`src/rtl/ram_sp_arbiter.sv`:
```
// Two-requester arbiter in front of a single-port synchronous RAM, 3-cycle grant-to-read-data latency.
// Define RAM_ARB_FIXED_PRIO_EN to make port A always win contention instead of round-robin.
module ram_sp_arbiter #(
  parameter int AWIDTH = 9,
  parameter int DWIDTH = 8
) (
  input  logic              clk,
  input  logic              rst_n,
  input  logic              a_req,
  input  logic              a_we,
  input  logic [AWIDTH-1:0] a_addr,
  input  logic [DWIDTH-1:0] a_wdata,
  input  logic              b_req,
  input  logic              b_we,
  input  logic [AWIDTH-1:0] b_addr,
  input  logic [DWIDTH-1:0] b_wdata,
  output logic              a_gnt,
  output logic              b_gnt,
  output logic              a_rvalid,
  output logic              b_rvalid,
  output logic [DWIDTH-1:0] a_rdata,
  output logic [DWIDTH-1:0] b_rdata,
  output logic [AWIDTH-1:0] ram_addr,
  output logic [DWIDTH-1:0] ram_wdata,
  output logic              ram_we,
  output logic              ram_re,
  input  logic [DWIDTH-1:0] ram_rdata
);

  typedef enum logic {PORT_A = 1'b0, PORT_B = 1'b1} port_t;

  logic              grant_any;
  port_t             grant_port;
  logic              sel_we;
  logic [AWIDTH-1:0] sel_addr;
  logic [DWIDTH-1:0] sel_wdata;
  logic              s1_valid;
  logic              s2_valid;
  port_t             s1_owner;
  port_t             s2_owner;

`ifdef RAM_ARB_FIXED_PRIO_EN
  always_comb begin
    a_gnt = 1'b0;
    b_gnt = 1'b0;
    if (rst_n) begin
      a_gnt = a_req;
      b_gnt = b_req && !a_req;
    end
  end
`else
  port_t ptr;

  // Pointer only matters under contention; it always moves to the port that lost or was idle.
  always_comb begin
    a_gnt = 1'b0;
    b_gnt = 1'b0;
    if (rst_n) begin
      if (a_req && b_req) begin
        a_gnt = (ptr == PORT_A);
        b_gnt = (ptr == PORT_B);
      end else begin
        a_gnt = a_req;
        b_gnt = b_req;
      end
    end
  end

  always_ff @(posedge clk or negedge rst_n) begin
    if (!rst_n) begin
      ptr <= PORT_A;
    end else if (a_gnt) begin
      ptr <= PORT_B;
    end else if (b_gnt) begin
      ptr <= PORT_A;
    end
  end
`endif

  assign grant_any  = a_gnt | b_gnt;
  assign grant_port = b_gnt ? PORT_B : PORT_A;
  assign sel_we     = b_gnt ? b_we    : a_we;
  assign sel_addr   = b_gnt ? b_addr  : a_addr;
  assign sel_wdata  = b_gnt ? b_wdata : a_wdata;

  always_ff @(posedge clk or negedge rst_n) begin
    if (!rst_n) begin
      ram_we    <= 1'b0;
      ram_re    <= 1'b0;
      ram_addr  <= '0;
      ram_wdata <= '0;
    end else begin
      ram_we <= grant_any && sel_we;
      ram_re <= grant_any && !sel_we;
      if (grant_any) begin
        ram_addr  <= sel_addr;
        ram_wdata <= sel_wdata;
      end
    end
  end

  // Owner tags follow each read through the RAM so returning data reaches the right port.
  always_ff @(posedge clk or negedge rst_n) begin
    if (!rst_n) begin
      s1_valid <= 1'b0;
      s2_valid <= 1'b0;
      s1_owner <= PORT_A;
      s2_owner <= PORT_A;
    end else begin
      s1_valid <= grant_any && !sel_we;
      s1_owner <= grant_port;
      s2_valid <= s1_valid;
      s2_owner <= s1_owner;
    end
  end

  always_ff @(posedge clk or negedge rst_n) begin
    if (!rst_n) begin
      a_rvalid <= 1'b0;
      b_rvalid <= 1'b0;
      a_rdata  <= '0;
      b_rdata  <= '0;
    end else begin
      a_rvalid <= s2_valid && (s2_owner == PORT_A);
      b_rvalid <= s2_valid && (s2_owner == PORT_B);
      if (s2_valid && (s2_owner == PORT_A)) begin
        a_rdata <= ram_rdata;
      end
      if (s2_valid && (s2_owner == PORT_B)) begin
        b_rdata <= ram_rdata;
      end
    end
  end

endmodule

```
`config.mk`:
```
export PLATFORM = sky130hd
export DESIGN_NAME = ram_sp_arbiter
export DESIGN_NICKNAME = d
export VERILOG_FILES = /design/src/rtl/ram_sp_arbiter.sv
export SDC_FILE = /design/constraint.sdc
export NUM_CORES = 1
export LEC_CHECK = 0
export ABC_AREA = 1
export CAP_MARGIN = 5
export CORE_ASPECT_RATIO = 0.7
export CORE_MARGIN = 2
export CORE_UTILIZATION = 32
export DETAILED_ROUTE_END_ITERATION = 10
export HOLD_SLACK_MARGIN = 0.08
export PLACE_DENSITY_LB_ADDON = 0.15
export SLEW_MARGIN = 20
export SYNTH_ARGS = -nofsm -noshare
export SYNTH_HDL_FRONTEND = slang
export SYNTH_SLANG_ARGS = --single-unit
```
`constraint.sdc`:
```
create_clock -name clk -period 3.2 [get_ports clk]
set_input_delay 0.32 -clock clk [delete_from_list [all_inputs] [get_ports clk]]
set_output_delay 0.32 -clock clk [all_outputs]
set_load 0.01 [all_outputs]
```
==> out/metrics.cfg <==
[logic_synthesis]
syn_inst=232
synth-compound-area-share_pct=6.14
yosysMostFrequentCell=nand2_1
yosys_warnings=0
synth_nets=280
synth_edf_count=0
synth_area_um2=1960
synthSimpleGateAreaFrac_pct=27.4
yosys.area_share.xor_xnor_pct=0
ys.flop_type=dfrtp_1
ys_seq_area_share_pct=52.5
ys_seq_elements=41
synthMuxAreaShare_pct=0
yosys-top-cells-count=nand2_1, inv_1, dfrtp_1, nand3_1, nand2_2
yosysTopAreaCell=dfrtp_1
ys_top_cells_by_area=dfrtp_1, nand2_1, inv_1
synth_top_family_by_area=simple AND/OR/NAND/NOR gates
synth_top_area_share_pct=52.5
synthAdderAreaFrac_pct=0
synth_area_per_cell_um2=8.43
async_flop_share_pct=100
synth.distinct_cells=19

[clocking]
cts-root-buf=clkbuf_8
cts-resized-gates=0
max-clock-path-buffers=2
cts_buffers=5
htreeDepth=2
clock-sinks=41
clkTransAtPathRegs_ns=0.08
post-cts-setup-buffers=0
tritoncts=yes
hold_buffers=0
clock_latency_ns=0.29

[critical_path]
critPathMaxStageDelay_ns=0.53
r2r-start=s2_valid
r2r_slack_ns=1.90
setup.worst_path.end_class=output port
critPathBufInv=4
r2r_cells=4
cp_slowest_cell=clkdlybuf4s50_1
path_delay_family=buffers and inverters
cp_data_required_time_ns=2.88
crit_type=input pin to output port
arrival_ns=1.87
cpMostUsedCell=clkdlybuf4s50_1
crit_path_end=b_gnt
crit_fanout=19
cp-start-kind=input pin
timing.rr.end=a_rdata[5]
startpoint=b_req
cp_cell_sequence=clkdlybuf4s50_1 -> nand2_2 -> clkinv_4 -> nand2_8 -> inv_1 -> clkdlybuf4s50_1
cp.depth=6

[cells_and_area]
finalNonFillerCells=394
syn_to_final_growth_pct=49.5
antennaDiodeCount=0
nets=366
drive_gt1_share_pct=11.3
num-fill-cells=586

[die]
initial_core_util_pct=33.6
die-area_um2=6760
core_um2=5810
die_x_um=97.4
io_pins=87
die_y_um=69.4
core.rowCount=23

[timing]
finalSetupTns_ns=0
worst_slew_pin_slew_ns=0.726
fmaxAchievable_mhz=457
fin_crit_sh_pct=68.3
finalWorstPathRequiredPeriod_ns=2.19
slew_headroom_pct=51.6
finalHoldViolCount=0
slew_violations=0
finClkSkew_ns=0.0104
setup_viol=0
rsz0062_at_grt=no

[detailed_routing]
via_per_inst=4.27
avgRoutedWirePerCell_um=11.6
dr.pass1.iters=4
antenna_left=0
wirelength_um=4580
initialDrtViolationCount=73
drc=0
num_vias=1683

[global_routing]
grt_util_all_layers_pct=14.6
grt_max_degree=43
grt_pass1_wl_um=8010
antenna_found_initial=0
grt_pass1_vias=1712
globalRouteOverflowTotal=0

[min_path]
hold_path_class=input pin to async pin

[run_status]
status=finished, final reports clean

[place]
dp_hpwl_um=3440
io_buffers=86
place.gp.congestion=0.759
dp.cells=386

[power_and_ir_drop]
ir_drop_mv=0.172
leakage_nw=1.51
pwr_density_cell_nw_per_um2=497
power.total_mw=1.45

[run]
drv_cap=0

## kinds of logic after synthesis
kind of cell	Yosys count
simple gates	114
buf+inv	59
flops	41
compound gates	18
## final cells by class
| cell class | count | area (um^2) | area share [%] |
|---|---|---|---|
| sequential | 41 | 1030 | 35.1 |
| timing repair buffer | 87 | 863 | 29.5 |
| multi-input combinational | 132 | 656 | 22.4 |
| inverter | 51 | 199 | 6.80 |
| tap | 75 | 93.8 | 3.21 |
| clock buffer | 5 | 68.8 | 2.35 |
| clock inverter | 3 | 17.5 | 0.599 |
## cells in the final DEF (no fill, tap or decap), types with 5 or more instances in the layout
cell	n
clkdlybuf4s50_1	85
nand2_1	62
inv_1	48
dfrtp_1	41
nand3_1	35
nand2_2	12
o21ai_0	9
o21ai_2	8
clkbuf_8	5
## per-stage QoR
stage	instance area, um^2	hold WS (ns)	utilization [%]	setup WS [ns]
final	2920	0.109	50.3	1.01
after global routing	2920	0.165	50.3	0.906
after CTS	2920	0.132	50.3	0.992
after detailed placement	2840	0.363	48.8	0.998
after global placement	2840	0.367	48.8	1.02
after floorplan	1960	0.0244	-	2.04
## registers in the layout, indices dropped and copies added (netlist names)
register,count
ram_addr,9
a_rdata,8
b_rdata,8
ram_wdata,8
a_rvalid,1
b_rvalid,1
ptr,1
ram_we,1
s1_owner,1
s1_valid,1
s2_owner,1
s2_valid,1
## power by group
group,internal (mW),switching (mW)
Clock,0.150,0.175
Combinational,0.262,0.201
Sequential,0.611,0.0521
Total,1.02,0.429
## routing by layer
metal	track usage, %	vias to the layer above	wire, um
met5	0	-	0
met4	3.70	0	31
met3	3.93	4	219
met2	23.3	43	2140
met1	19.9	769	2180
li1	-	867	-
## how the worst min path moves through the flow
stage          startpoint  cells after the start  slack [ns]           end
6_report            rst_n                      2        0.11           ptr
5_1_grt             rst_n                      2        0.16  ram_wdata[1]
4_1_cts             rst_n                      2        0.13  ram_wdata[1]
3_5_place_dp     s1_owner                      0        0.36      s2_owner
3_3_place_gp     s1_owner                      0        0.37      s2_owner
2_1_floorplan       rst_n                      0        0.02    a_rdata[0]
(Power assumes the default switching activity.)
